<file path="config.mk">
export PLATFORM = sky130hd
export DESIGN_NAME = cla_pipe_addsub
export DESIGN_NICKNAME = d
export VERILOG_FILES = /design/src/rtl/cla_pipe_addsub.sv
export SDC_FILE = /design/constraint.sdc
export NUM_CORES = 1
export LEC_CHECK = 0
export ABC_AREA = 1
export ABC_CLOCK_PERIOD_IN_PS = 3670
export CAP_MARGIN = 30
export CELL_PAD_IN_SITES_DETAIL_PLACEMENT = 0
export CELL_PAD_IN_SITES_GLOBAL_PLACEMENT = 1
export CORE_MARGIN = 5
export CORE_UTILIZATION = 37
export CTS_CLUSTER_SIZE = 40
export DETAILED_ROUTE_END_ITERATION = 6
export HOLD_SLACK_MARGIN = 0.15
export PLACE_DENSITY = 0.89
export SLEW_MARGIN = 20
export SYNTH_ARGS = -nofsm -noshare
export SYNTH_HDL_FRONTEND = slang
export SYNTH_SLANG_ARGS = --single-unit
</file>
<file path="constraint.sdc">
create_clock -name clk -period 3.67 [get_ports clk]
set_input_delay 0.9175 -clock clk [delete_from_list [all_inputs] [get_ports clk]]
set_output_delay 0.9175 -clock clk [all_outputs]
set_load 0.005 [all_outputs]
</file>
<file path="src/rtl/cla_pipe_addsub.sv">
// Pipelined carry-lookahead adder/subtractor with valid/ready on both sides.
// Each stage resolves a slice of lookahead groups and registers the carry onward.
module cla_pipe_addsub #(
  parameter int WIDTH  = 32,
  parameter int GROUP  = 4,
  parameter int STAGES = 2
) (
  input  logic             clk,
  input  logic             rst_n,
  input  logic             in_valid,
  output logic             in_ready,
  input  logic [WIDTH-1:0] in_a,
  input  logic [WIDTH-1:0] in_b,
  input  logic             in_sub,
  input  logic             in_cin,
  output logic             out_valid,
  input  logic             out_ready,
  output logic [WIDTH-1:0] out_sum,
  output logic             out_c,
  output logic             out_v,
  output logic             out_z,
  output logic             out_n
);

  localparam int NG   = WIDTH / GROUP;
  localparam int GPS  = NG / STAGES;
  localparam int LAST = STAGES - 1;
  localparam int NP   = (STAGES > 1) ? STAGES - 1 : 1;

  // inter-stage entries: operands, partial sum, carry into next slice
  logic [NP-1:0]            pv;
  logic [NP-1:0][WIDTH-1:0] pa;
  logic [NP-1:0][WIDTH-1:0] pb;
  logic [NP-1:0][WIDTH-1:0] ps;
  logic [NP-1:0]            pc;

  // final stage entry
  logic             ov;
  logic [WIDTH-1:0] osum;
  logic             oc;
  logic             ovf;
  logic             oz;
  logic             on;

  // stage inputs and results
  logic [STAGES-1:0][WIDTH-1:0] xa;
  logic [STAGES-1:0][WIDTH-1:0] xb;
  logic [STAGES-1:0][WIDTH-1:0] xs;
  logic [STAGES-1:0]            xc;
  logic [STAGES-1:0]            xv;
  logic [STAGES-1:0][WIDTH-1:0] ns;
  logic [STAGES-1:0]            nc;
  logic                         nvf;
  logic                         nz;
  logic                         nn;
  logic [STAGES-1:0]            ld;

  logic [GROUP-1:0] gg;
  logic [GROUP-1:0] pp;
  logic [GROUP:0]   cv;
  logic             cc;
  logic             cm;
  int               base;

  // all group carries as flat sums of products over g/p
  function automatic logic [GROUP:0] gcarry(
    input logic [GROUP-1:0] g,
    input logic [GROUP-1:0] p,
    input logic             ci
  );
    logic [GROUP:0] c;
    logic           t;
    c    = '0;
    c[0] = ci;
    for (int j = 1; j <= GROUP; j++) begin
      for (int i = 0; i < j; i++) begin
        t = g[i];
        for (int m = i + 1; m < j; m++) t = t & p[m];
        c[j] = c[j] | t;
      end
      t = ci;
      for (int m = 0; m < j; m++) t = t & p[m];
      c[j] = c[j] | t;
    end
    return c;
  endfunction

  // route each stage's source entry: stage 0 takes prepared operands
  always_comb begin
    xa    = '0;
    xb    = '0;
    xs    = '0;
    xc    = '0;
    xv    = '0;
    xa[0] = in_a;
    xb[0] = in_sub ? ~in_b : in_b;
    xc[0] = in_sub ^ in_cin;
    xv[0] = in_valid;
    for (int k = 1; k < STAGES; k++) begin
      xa[k] = pa[k-1];
      xb[k] = pb[k-1];
      xs[k] = ps[k-1];
      xc[k] = pc[k-1];
      xv[k] = pv[k-1];
    end
  end

  // resolve each stage's slice of groups, rippling group carries
  always_comb begin
    ns   = '0;
    nc   = '0;
    gg   = '0;
    pp   = '0;
    cv   = '0;
    cc   = 1'b0;
    cm   = 1'b0;
    base = 0;
    for (int k = 0; k < STAGES; k++) begin
      ns[k] = xs[k];
      cc    = xc[k];
      for (int gi = 0; gi < GPS; gi++) begin
        base = (k * GPS + gi) * GROUP;
        gg   = xa[k][base +: GROUP] & xb[k][base +: GROUP];
        pp   = xa[k][base +: GROUP] ^ xb[k][base +: GROUP];
        cv   = gcarry(gg, pp, cc);
        ns[k][base +: GROUP] = pp ^ cv[GROUP-1:0];
        cm   = cv[GROUP-1];
        cc   = cv[GROUP];
      end
      nc[k] = cc;
    end
    nvf = cm ^ nc[LAST];
    nz  = (ns[LAST] == '0);
    nn  = ns[LAST][WIDTH-1];
  end

  // a stage loads when empty or when its successor loads
  always_comb begin
    ld       = '0;
    ld[LAST] = !ov || out_ready;
    for (int k = STAGES - 2; k >= 0; k--) begin
      ld[k] = !pv[k] || ld[k+1];
    end
  end

  assign in_ready = ld[0];

  // inter-stage registers
  always_ff @(posedge clk or negedge rst_n) begin
    if (!rst_n) begin
      pv <= '0;
      pa <= '0;
      pb <= '0;
      ps <= '0;
      pc <= '0;
    end else begin
      for (int k = 0; k < LAST; k++) begin
        if (ld[k]) pv[k] <= xv[k];
        if (ld[k] && xv[k]) begin
          pa[k] <= xa[k];
          pb[k] <= xb[k];
          ps[k] <= ns[k];
          pc[k] <= nc[k];
        end
      end
    end
  end

  // output register: sum and flags land together
  always_ff @(posedge clk or negedge rst_n) begin
    if (!rst_n) begin
      ov   <= 1'b0;
      osum <= '0;
      oc   <= 1'b0;
      ovf  <= 1'b0;
      oz   <= 1'b0;
      on   <= 1'b0;
    end else begin
      if (ld[LAST]) ov <= xv[LAST];
      if (ld[LAST] && xv[LAST]) begin
        osum <= ns[LAST];
        oc   <= nc[LAST];
        ovf  <= nvf;
        oz   <= nz;
        on   <= nn;
      end
    end
  end

  assign out_valid = ov;
  assign out_sum   = osum;
  assign out_c     = oc;
  assign out_v     = ovf;
  assign out_z     = oz;
  assign out_n     = on;

endmodule
</file>
# Word level (Yosys, flattened, before mapping)
# Cells that the tools add are included.
# word_totals
inputBits	70
output_inout_bits	38
ff_bits	119
# op_classes
bitwise_logic	187
reduce_logical	7
mux	1
# ops
cell	count
1-bit bitwise AND	80
1-bit bitwise OR	80
4-bit bitwise XOR	16
4-bit bitwise AND	8
32-bit logical NOT	1
32-bit 2-to-1 mux	1
32-bit inverter	1
1-bit logical AND	2
1-bit logical NOT	2
1-bit logical OR	2
1-bit bitwise XOR	2

# Depth between registers and ports, before layout
# Gate-level depths: netlist (run 1).
# depth
word_depth	25
mapped_depth	40
depth_no_buf	38

# Worst setup path before layout (run 1)
# OpenSTA, ideal clock, no wires.
# synth_timing
kind	input-to-reg
from	input port in_sub
to	register ps[15] in the netlist's numbering
arrival_ps	4622
cell_stages	40
t_required_ps	3587
setup_slack_ps	-1035
cell_sequence	buf_2 buf_4 xnor2_1 inv_1 ha_1 ha_1 nand2_1 nand2_1 nand2_1 nand2_1 nand2_1 inv_1 nor2_1 inv_1 ha_1 nand2_1 nand2_1 nand2_1 [4 not listed] inv_1 ha_1 nand2_1 nand2_1 nand2_1 nand2_1 nand2_1 inv_1 nor2_1 inv_1 ha_1 nand2_1 nand2_1 nand2_1 nand2_1 a21oi_1 o21ai_0 o21ai_0
# synth_via
elab_chain_cells	24
# synth_rtl
element	line	text
start, declared	14	input logic in_sub,
32-bit 2-to-1 mux	96	xb[0] = in_sub ? ~in_b : in_b;
4-bit bitwise AND / 4-bit bitwise XOR (equally long branches)	123, 124	
1-bit bitwise AND (3 in a row)	78	for (int m = i + 1; m < j; m++) t = t & p[m];
1-bit bitwise OR (3 in a row)	79	c[j] = c[j] | t;
1-bit bitwise OR	83	c[j] = c[j] | t;
1-bit bitwise AND (4 in a row)	82	for (int m = 0; m < j; m++) t = t & p[m];
1-bit bitwise OR	83	
1-bit bitwise AND (4 in a row)	82	
1-bit bitwise OR	83	
1-bit bitwise AND (3 in a row)	82	
1-bit bitwise OR	83	
4-bit bitwise XOR *	126	ns[k][base +: GROUP] = pp ^ cv[GROUP-1:0];
end signal, assigned by index	162	ps[k] <= ns[k];
end, declared	34	logic [NP-1:0][WIDTH-1:0] ps;
# Mark *: on every way between the ends. The rest lies on a longest branch, timed or not.
# A chain may end at the register's enable or synchronous reset.

# Worst setup path after layout (run 1)
# layout_timing
from	input port in_b[0]
to	register ps[7] in the netlist's numbering
# layout_via
elab_chain_cells	15
# layout_rtl
element	line	text
start, declared	13	input logic [WIDTH-1:0] in_b,
32-bit inverter	96	
32-bit 2-to-1 mux *	96	
4-bit bitwise AND	123	gg = xa[k][base +: GROUP] & xb[k][base +: GROUP];
1-bit bitwise AND (3 in a row)	78	
1-bit bitwise OR (3 in a row)	79	
1-bit bitwise OR *	83	
1-bit bitwise AND * (3 in a row)	82	
1-bit bitwise OR *	83	
4-bit bitwise XOR *	126	
# Marked as above.

==> results of run 1 <==
==> logic make-up (layout without fill, tap and decap cells) <==
| family | count (synthesis) | count (layout) |
|---|---|---|
| and+or+nand+nor | 251 | 251 |
| buffers and inverters | 76 | 296 |
| xor gates and xnor gates | 41 | 41 |
| AOI/OAI and AO/OA | 63 | 63 |
| adders and majority gates | 48 | 48 |
| DFF | 86 | 86 |
==> critical path: cells and delay by family <==
kind	cells	cell delay [ns]
buffers and inverters	17	1.88
and+or+nand+nor	12	0.78
adders and majority gates	3	0.53
xor gates and xnor gates	1	0.17
AOI/OAI and AO/OA	1	0.09
==> sequential cells by signal, indices dropped and copies added (netlist names) <==
name,cells
out_c,1
out_n,1
pc,1
ps,16
out_sum,31
pv,1
out_v,1
pa,16
out_z,1
pb,16
out_valid,1
==> final timing paths <==
check / endpoint / slack (ns) / cells after the start
max in group asynchronous: ps[12] / 2.53 / 2
min: out_sum[13] / 0.47 / 2
max reg2reg: out_z / 0.19 / 26
min reg2reg: out_sum[13] / 0.47 / 2
min in group asynchronous: pa[26] / 0.53 / 1
max: ps[7] / -0.54 / 34
==> power breakdown <==
group | internal [W] | switching, W | leakage [nW]
clock network | 0.000530 | 0.000382 | 0.142
logic | 0.000973 | 0.000811 | 2.47
registers | 0.00122 | 0.000200 | 1.05
total | 0.00272 | 0.00139 | 3.66
==> through the flow <==
stage	cells	TNS, ns	cell area (um2)	worst slack [ns]	total power, W
after global routing	957	-6.280	7541	-0.6881	0.004374
after detailed placement	845	-7.331	6226	-1.172	0.002798
after global placement	844	-6.613	6198	-1.079	0.002744
after CTS	953	-3.249	7282	-0.3769	0.003967
after floorplan	565	-2.762	4926	-0.6854	0.002090
final	957	-4.738	7541	-0.5425	0.004110
==> what timing repair did <==
item | 4_1_cts | 5_1_grt
pin swaps | 21 | 45
setup buffers | 97 | 15
endpoints found under the setup margin | 10 | 14
resized for setup | 26 | 70
hold endpoints to repair | 0 | 0
==> per-layer routing <==
| metal | vias up | GRT usage (%) | share of wire (%) |
|---|---|---|---|
| met2 | 116 | 33.94 | 54 |
| met1 | 2171 | 20.54 | 39 |
| met4 | 0 | 8.253 | 3.4 |
| met5 | - | 0 | 0 |
| li1 | 2210 | - | - |
| met3 | 34 | 3.688 | 3.5 |
==> layout make-up <==
| cell class | count | share of cell area (%) |
|---|---|---|
| well taps | 172 | 2.854 |
| repair buffers | 225 | 26.51 |
| inverters | 55 | 2.738 |
| flip-flops and latches | 86 | 28.54 |
| clock inverters | 7 | 0.9623 |
| multi-input cells | 403 | 35.41 |
| clock buffers | 9 | 2.987 |
==> cells in the final DEF (no fill, tap or decap), types with 4 or more instances in the layout <==
cell / synthesis / final
a31oi_1: 6 / 6
buf_4: 6 / 113
buf_6: 3 / 5
clkbuf_16: 0 / 9
clkdlybuf4s50_1: 0 / 99
dfrtp_1: 86 / 86
fa_1: 8 / 5
ha_1: 40 / 31
ha_4: 0 / 8
inv_1: 52 / 44
inv_2: 3 / 11
nand2_1: 193 / 164
nand2_2: 2 / 30
nand3_1: 14 / 12
nand4_1: 8 / 8
nor2_1: 31 / 26
nor2_4: 0 / 4
o21ai_0: 30 / 25
o21ai_1: 12 / 17
o22ai_1: 7 / 6
xnor2_1: 25 / 22
xor2_1: 16 / 15
==> out/metrics.csv, run 1 <==
stage;metric;value;unit
finish;areaGrowthSynthToFinish;55.14;%
synth;yosys.area_share.adder;13.59;%
floorplan;die_w;124.6;um
floorplan;fp-row-count;41;
timing;max_freq;0.2374;GHz
clock_tree;clkTransAtPathRegs;0.07;ns
finish;multi_input_area;2670;um2
finish;fin_util;59.04;%
clock_tree;cts_hold_buf;0;
synth;synth_nets;683;
power;irDropWorstVdd;0.0003170;V
floorplan;die_y;124.6;um
place;gp_congestion;0.8435;
global_routing;grt_pass1_vias;4770;
worst_setup_path;crit_top_cell;buf_4;
clock_tree;cts_buffer_depth;2;
timing;worst_pin_slew;0.7001;ns
synth;muxShareOfSynthArea;0;%
timing;fin_hold_ws;0.4721;ns
synth;syn_area;4861;um2
synth;netlist_top_cells_count;193 x nand2_1, 86 x dfrtp_1, 52 x inv_1, 40 x ha_1, 31 x nor2_1;
worst_hold_path;hp-start;out_sum[13];
worst_setup_path;cpMaxStageDelayCell;ha_4;
synth;synth-compound-area-share;7.156;%
synth;synth_edf_count;0;
synth;yosys.area_share.simple;20.49;%
place;dpl.hpwl;9196;um
finish;drive_above_1_share;26.75;%
worst_hold_path;worstHoldPathType;reg -> reg;
finish;regArea;2152;um2
timing;drv_slew;0;
synth;seq_area_frac_synth;44.27;%
routing;totalWireLength;14620;um
worst_setup_path;worstSetupStartpoint;in_b[0];
global_routing;grt_pass1_wl;23240;um
synth;ys.flop_type;dfrtp_1;
job;cap_violations;0;
clock_tree;cts_root_buf;clkbuf_16;
finish;nNetsFinal;898;
timing;rsz0062_at_grt;true;
synth;synth.avg_cell_area;8.603;um2
synth;synth_top_family_by_area;simple AND/OR/NAND/NOR gates;
routing;via_per_inst;4.735;
synth;synth_top_cell_by_area;dfrtp_1;
run_status;failed_checks;negative setup slack;
synth;synth_top_area_share;44.27;%
worst_setup_path;startpoint_type;primary input;
finish;diodes;0;
floorplan;dieArea;15530;um2
routing;drtIter0Drc;253;
power;leakagePower;3.659;nW
routing;first_pass_iters;4;
worst_setup_path;crit_fanout;2;
power;power.density;545.1;nW/um2
timing;period_needed;4.213;ns
worst_setup_path;worst-setup-path-type;in -> reg;
routing;wl_per_cell;15.28;um
clock_tree;cts_tree;yes;
synth;netlist_instances;565;
synth;synthArstFlopShare;100.0;%
routing;detail-route-antenna-nets;0;
clock_tree;clock_sinks;86;
worst_setup_path;worst_setup_path_end_kind;register;
floorplan;start_util;38.05;%
worst_setup_path;timing.rr.start;pb[16];
timing;timing.final.hold_violations;0;
place;portBuffers;107;
run_status;status;complete, but fails checks;
global_routing;grt_max_degree;54;
clock_tree;clk_latency;0.33;ns
timing;skew;0.005990;ns
routing;vias;4531;
synth;synth_cell_type_count;27;
synth;synth.most_common_cell;nand2_1;
timing;maxSlewHeadroom;53.26;%
clock_tree;cts_max_level;3;
worst_setup_path;crit_arrival;4.40;ns
worst_setup_path;max_stage_delay;0.28;ns
global_routing;antenna_found_initial;0;
timing;period_share;114.8;%
clock_tree;numCtsBuffers;9;
synth;synth_xor_xnor_area_share;7.387;%
synth;yosys-top-cells-area;dfrtp_1 44%, nand2_1 15%, ha_1 10%, xnor2_1 4.5%, inv_1 4.0%;
floorplan;core;12770;um2
finish;fillers;1019;
floorplan;ios;108;
timing;final.setup.worst_slack;-0.5425;ns
global_routing;grt_use_total;18.50;%
timing;finalSetupViolCount;11;
worst_setup_path;critPathRequiredTime;3.86;ns
global_routing;grt_overflow;0;
synth;yosysWarnings;0;
routing;drc;0;
synth;synth_seq_cells;86;
Power figures use the tool's default switching activity.
==> inputs of run 2 (changes only) <==
--- a/config.mk
+++ b/config.mk
@@ -7,7 +7,6 @@
 export LEC_CHECK = 0
 export ABC_AREA = 1
 export ABC_CLOCK_PERIOD_IN_PS = 3670
-export CAP_MARGIN = 30
 export CELL_PAD_IN_SITES_DETAIL_PLACEMENT = 0
 export CELL_PAD_IN_SITES_GLOBAL_PLACEMENT = 1
 export CORE_MARGIN = 5
==> run 2 against run 1 <==
Net effect: the flow still finishes with violations (negative setup slack); highest routed layer unchanged; critical endpoint is now ps[14]; sequential share of layout area is 0.090 points higher; critical path depth is 4 higher; global-route usage is 2.0 points higher; critical path type unchanged; largest power group unchanged; first-iteration DRC count is 11% higher.
==> out/metrics.csv, run 2 (synthesis results as in run 1) <==
stage;metric;value;unit
run_status;status;complete, but fails checks;
run_status;failed_checks;negative setup slack;
power;leakagePower;3.668;nW
finish;diodes;0;
worst_setup_path;worst_setup_path_end_kind;register;
place;dpl.hpwl;9050;um
floorplan;ios;108;
routing;via_per_inst;4.836;
clock_tree;clkTransAtPathRegs;0.06;ns
worst_setup_path;critPathRequiredTime;3.92;ns
finish;mostFrequentLayoutCell;nand2_1;
clock_tree;clk_latency;0.34;ns
global_routing;grt_use_total;20.51;%
timing;period_share;118.0;%
power;pwr-share-seq;33.9;%
power;power.density;555.9;nW/um2
clock_tree;cts_max_level;3;
job;cap_violations;0;
finish;regArea;2152;um2
worst_setup_path;worst-setup-path-type;in -> reg;
clock_tree;numCtsBuffers;9;
global_routing;grt_pass1_wl;25390;um
place;gp_congestion;0.8435;
power;irDropWorstVdd;0.0003319;V
worst_setup_path;reg2reg_slack;0.18;ns
place;portBuffers;107;
floorplan;dieArea;15530;um2
floorplan;core;12770;um2
finish;largest_register_ffs;31;
worst_setup_path;crit_arrival;4.59;ns
routing;vias;4623;
global_routing;antenna_found_initial;0;
floorplan;die_y;124.6;um
routing;detail-route-antenna-nets;0;
finish;multi_input_area;2660;um2
timing;final.setup.worst_slack;-0.6612;ns
timing;max_freq;0.2309;GHz
power;p_total;0.004179;W
worst_setup_path;crit_top_cell;nand2_2;
worst_hold_path;worstHoldPathType;reg -> reg;
worst_setup_path;max_stage_delay;0.25;ns
power;clkPwrFrac;22.4;%
timing;worst_pin_slew;0.7819;ns
finish;drive_above_1_share;26.79;%
worst_setup_path;startpoint_type;primary input;
floorplan;start_util;38.05;%
routing;totalWireLength;15590;um
clock_tree;clock_sinks;86;
timing;timing.final.hold_violations;0;
power;power_frac_comb;43.7;%
timing;period_needed;4.331;ns
floorplan;fp-row-count;41;
worst_setup_path;cpMaxStageDelayCell;ha_4;
clock_tree;cts_root_buf;clkbuf_16;
timing;rsz0062_at_grt;true;
power;p_switching;0.001450;W
timing;maxSlewHeadroom;47.88;%
global_routing;grt_pass1_vias;5052;
floorplan;die_w;124.6;um
finish;fillers;1028;
worst_setup_path;crit_fanout;4;
clock_tree;cts_buffer_depth;2;
finish;layout_common_cells;163 x nand2_1, 111 x buf_4, 99 x clkdlybuf4s50_1;
power;p_int;0.002729;W
timing;finalSetupViolCount;8;
routing;drc;0;
power;switching_share;34.70;%
finish;areaGrowthSynthToFinish;54.65;%
timing;skew;0.008596;ns
timing;fin_setup_tns;-4.439;ns
routing;first_pass_iters;4;
routing;wl_per_cell;16.31;um
global_routing;grt_max_degree;87;
finish;nNetsFinal;897;
clock_tree;cts_hold_buf;0;
timing;drv_slew;0;
global_routing;grt_overflow;0;
clock_tree;cts_tree;yes;
routing;drtIter0Drc;281;
[run 2: layout make-up]
cell class | instances | share of cell area [%]
clock buffers | 9 | 2.996
inverters | 55 | 2.746
repair buffers | 224 | 26.31
multi-input cells | 403 | 35.39
clock inverters | 7 | 1.065
well taps | 172 | 2.863
flip-flops and latches | 86 | 28.63
[run 2: metrics by stage]
step | util [%] | cell area (um2) | hold slack [ns] | worst slack, ns | std cells
floorplan | - | 4926 | 0.4553 | -0.6854 | 565
global placement | 48.53 | 6198 | 0.4590 | -1.079 | 844
detailed placement | 48.53 | 6198 | 0.4629 | -1.176 | 844
CTS | 58.03 | 7412 | 0.4801 | -0.3883 | 973
global route | 58.85 | 7517 | 0.5085 | -0.8231 | 956
finish | 58.85 | 7517 | 0.4762 | -0.6612 | 956
[run 2: layer usage]
layer	up-vias	share of wire, %	global-route usage (%)	wire length (um)
li1	2215	-	-	-
met1	2181	38	22.31	5993
met2	164	51	35.02	7966
met3	63	5.2	5.703	811
met4	0	5.3	13.15	822
met5	-	0	0	0
[run 2: critical path, delay by kind of cell]
kind                       cells  cell delay (ns)
buffers and inverters         10             0.74
and+or+nand+nor               21             1.68
adders and majority gates      4             0.75
AOI/OAI and AO/OA              2             0.32
xor gates and xnor gates       1             0.16
[run 2: timing repair]
item,4_1_cts,5_1_grt
gates resized for setup,25,72
pin swaps,17,44
endpoints found under the setup margin,10,18
setup buffers,118,14
endpoints found under the hold margin,0,0
[run 2: final timing paths]
| kind | from | to | cells past startpoint |
|---|---|---|---|
| hold reg to reg | out_sum[28] | out_sum[28] | 2 |
| min in group asynchronous | rst_n | pa[26] | 1 |
| max in group asynchronous | rst_n | pa[19] | 1 |
| hold / removal | out_sum[28] | out_sum[28] | 2 |
| setup / recovery | in_sub | ps[14] | 38 |
| setup reg to reg | pb[16] | out_z | 26 |
[run 2: power by group through the flow]
stage / registers, W / clock network, W / logic [W]
floorplan: 0.00138 / 0 / 0.000708
global placement: 0.00141 / 0 / 0.00133
detailed placement: 0.00142 / 0 / 0.00137
CTS: 0.00141 / 0.000945 / 0.00167
global route: 0.00145 / 0.000988 / 0.00201
finish: 0.00142 / 0.000936 / 0.00182
==> inputs of run 3 (changes only) <==
--- a/config.mk
+++ b/config.mk
@@ -6,7 +6,7 @@
 export NUM_CORES = 1
 export LEC_CHECK = 0
 export ABC_AREA = 1
-export ABC_CLOCK_PERIOD_IN_PS = 3670
+export ABC_CLOCK_PERIOD_IN_PS = 4700
 export CELL_PAD_IN_SITES_DETAIL_PLACEMENT = 0
 export CELL_PAD_IN_SITES_GLOBAL_PLACEMENT = 1
 export CORE_MARGIN = 5
==> constraint.sdc (replaced) <==
create_clock -name clk -period 4.7 [get_ports clk]
set_input_delay 1.175 -clock clk [delete_from_list [all_inputs] [get_ports clk]]
set_output_delay 1.175 -clock clk [all_outputs]
set_load 0.005 [all_outputs]
==> run 3 against run 2 <==
Net effect: the flow now finishes without violations; core utilization is 7.1 points lower; largest power group is now registers; sequential power is 23% lower; clock power shrank 24%; non-clock buffer count shrank 93.
==> out/metrics.csv, run 3 (synthesis results as in run 1) <==
stage;metric;value;unit
run_status;status;complete, no violations;
power;power.density;436.8;nW/um2
routing;drtIter0Drc;146;
global_routing;grt_pass1_wl;19290;um
global_routing;grt_pass1_vias;4055;
routing;totalWireLength;11900;um
global_routing;antenna_found_initial;0;
finish;mostFrequentLayoutCell;nand2_1;
worst_setup_path;cp_top_family;simple AND/OR/NAND/NOR gates;
timing;maxSlewHeadroom;48.31;%
place;portBuffers;107;
worst_setup_path;crit_fanout;3;
routing;detail-route-antenna-nets;0;
timing;drv_slew;0;
finish;largest_register_ffs;31;
worst_setup_path;startpoint_type;primary input;
timing;timing.final.hold_violations;0;
place;dpl.hpwl;8869;um
routing;vias;3984;
clock_tree;numCtsBuffers;9;
timing;skew;0.005958;ns
timing;period_share;96.66;%
clock_tree;clkTransAtPathRegs;0.06;ns
finish;nNetsFinal;804;
clock_tree;cts_tree;yes;
worst_setup_path;worst-setup-path-type;in -> reg;
worst_setup_path;crit_arrival;4.80;ns
floorplan;die_w;124.6;um
global_routing;grt_use_total;15.19;%
timing;worst_pin_slew;0.7754;ns
finish;layout_common_cells;179 x nand2_1, 101 x clkdlybuf4s50_1, 86 x dfrtp_1;
timing;period_needed;4.543;ns
floorplan;fp-row-count;41;
job;cap_violations;0;
worst_setup_path;cpMaxStageDelayCell;clkdlybuf4s50_1;
worst_hold_path;worstHoldPathType;reg -> reg;
clock_tree;clk_latency;0.33;ns
clock_tree;cts_buffer_depth;2;
global_routing;grt_overflow;0;
floorplan;dieArea;15530;um2
routing;first_pass_iters;4;
floorplan;die_y;124.6;um
worst_setup_path;max_stage_delay;0.53;ns
worst_setup_path;cp_num_buf_inv;7;
floorplan;ios;108;
finish;fin_area;6608;um2
timing;finalSetupViolCount;0;
global_routing;grt_max_degree;87;
clock_tree;cts_max_level;3;
routing;wl_per_cell;13.79;um
worst_setup_path;critPathRequiredTime;4.95;ns
timing;fin_hold_ws;0.4678;ns
finish;drive_above_1_share;11.43;%
clock_tree;clock_sinks;86;
place;postPlaceCellArea;6155;um2
power;leakagePower;3.218;nW
worst_setup_path;crit_top_cell;nand2_2;
finish;areaGrowthSynthToFinish;35.93;%
place;gp_congestion;0.8450;
floorplan;start_util;38.05;%
routing;drc;0;
worst_setup_path;worst_setup_path_end_kind;register;
clock_tree;cts_root_buf;clkbuf_16;
power;irDropWorstVdd;0.0001872;V
floorplan;core;12770;um2
routing;via_per_inst;4.616;
finish;diodes;0;
timing;max_freq;0.2201;GHz
-- run 3: changes by cell type in the layout (fill, tap and decap cells not counted), moves of 4 or more --
cell           previous run  this run
dlygate4sd2_1             4         0
fa_2                      4         0
buf_4                   111        24
buf_6                     7         3
nand2_1                 163       179
o21ai_0                  24        28
nand2_4                   5         0
fa_1                      4         8
nand2_2                  27        16
-- run 3: path summary, 6_finish.rpt --
path                                  from  cells after the start          end  slack (ns)
worst max-delay path               in_a[1]                     36       ps[15]        0.16
worst min-delay path            out_sum[9]                      2   out_sum[9]        0.47
worst max register to register      pb[16]                     26        out_z        1.01
worst min register to register  out_sum[9]                      2   out_sum[9]        0.47
max in group asynchronous            rst_n                      1  out_sum[11]        3.27
min in group asynchronous            rst_n                      1       pb[26]        0.90
-- run 3: what timing repair did --
| item | 4_1_cts | 5_1_grt |
|---|---|---|
| pin swaps | 1 | 23 |
| hold buffers | 0 | 0 |
| endpoints found under the hold margin | 0 | 0 |
| setup buffers | 0 | 6 |
| setup endpoints to repair | 4 | 5 |
| resized for setup | 1 | 40 |
-- run 3: final cells by class --
cell class,instances,area (um2)
Clock inverter,6,61.31
Multi-Input combinational cell,403,2471
Timing Repair Buffer,131,1262
Fill cell,1177,6166
Sequential cell,86,2152
Tap cell,172,215.2
Clock buffer,10,239.0
Inverter,55,206.4
-- run 3: where the power goes --
part           internal (W)  switching [W]
clock network      0.000424       0.000285
registers          0.000949       0.000146
logic              0.000564       0.000518
-- run 3: stage by stage --
| step | instances | setup TNS [ns] | util, % | setup WS, ns | total power (W) |
|---|---|---|---|---|---|
| CTS | 857 | 0 | 50.52 | 0.01505 | 0.002886 |
| global route | 863 | -0.4480 | 51.73 | -0.1570 | 0.003092 |
| floorplan | 565 | -0.02514 | - | -0.02514 | 0.001628 |
| global placement | 841 | -1.019 | 48.18 | -0.2867 | 0.002133 |
| finish | 863 | 0 | 51.73 | 0.1571 | 0.002886 |
| detailed placement | 841 | -1.930 | 48.18 | -0.4748 | 0.002165 |
-- run 3: metal layers --
metal  track usage [%]  up-vias  share of wire [%]
met5                 0        -                  0
met2             26.34       90                 51
li1                  -     2024                  -
met4             4.707        0                2.1
met3             2.959       19                3.7
met1             19.10     1851                 43
-- run 3: worst reg2reg max path, delay by kind of cell (launching register included) --
family	cells	cell delay, ns
adder cells (fa/ha/maj)	5	1.39
flip-flops	1	0.41
AND/OR/NAND/NOR	21	1.85
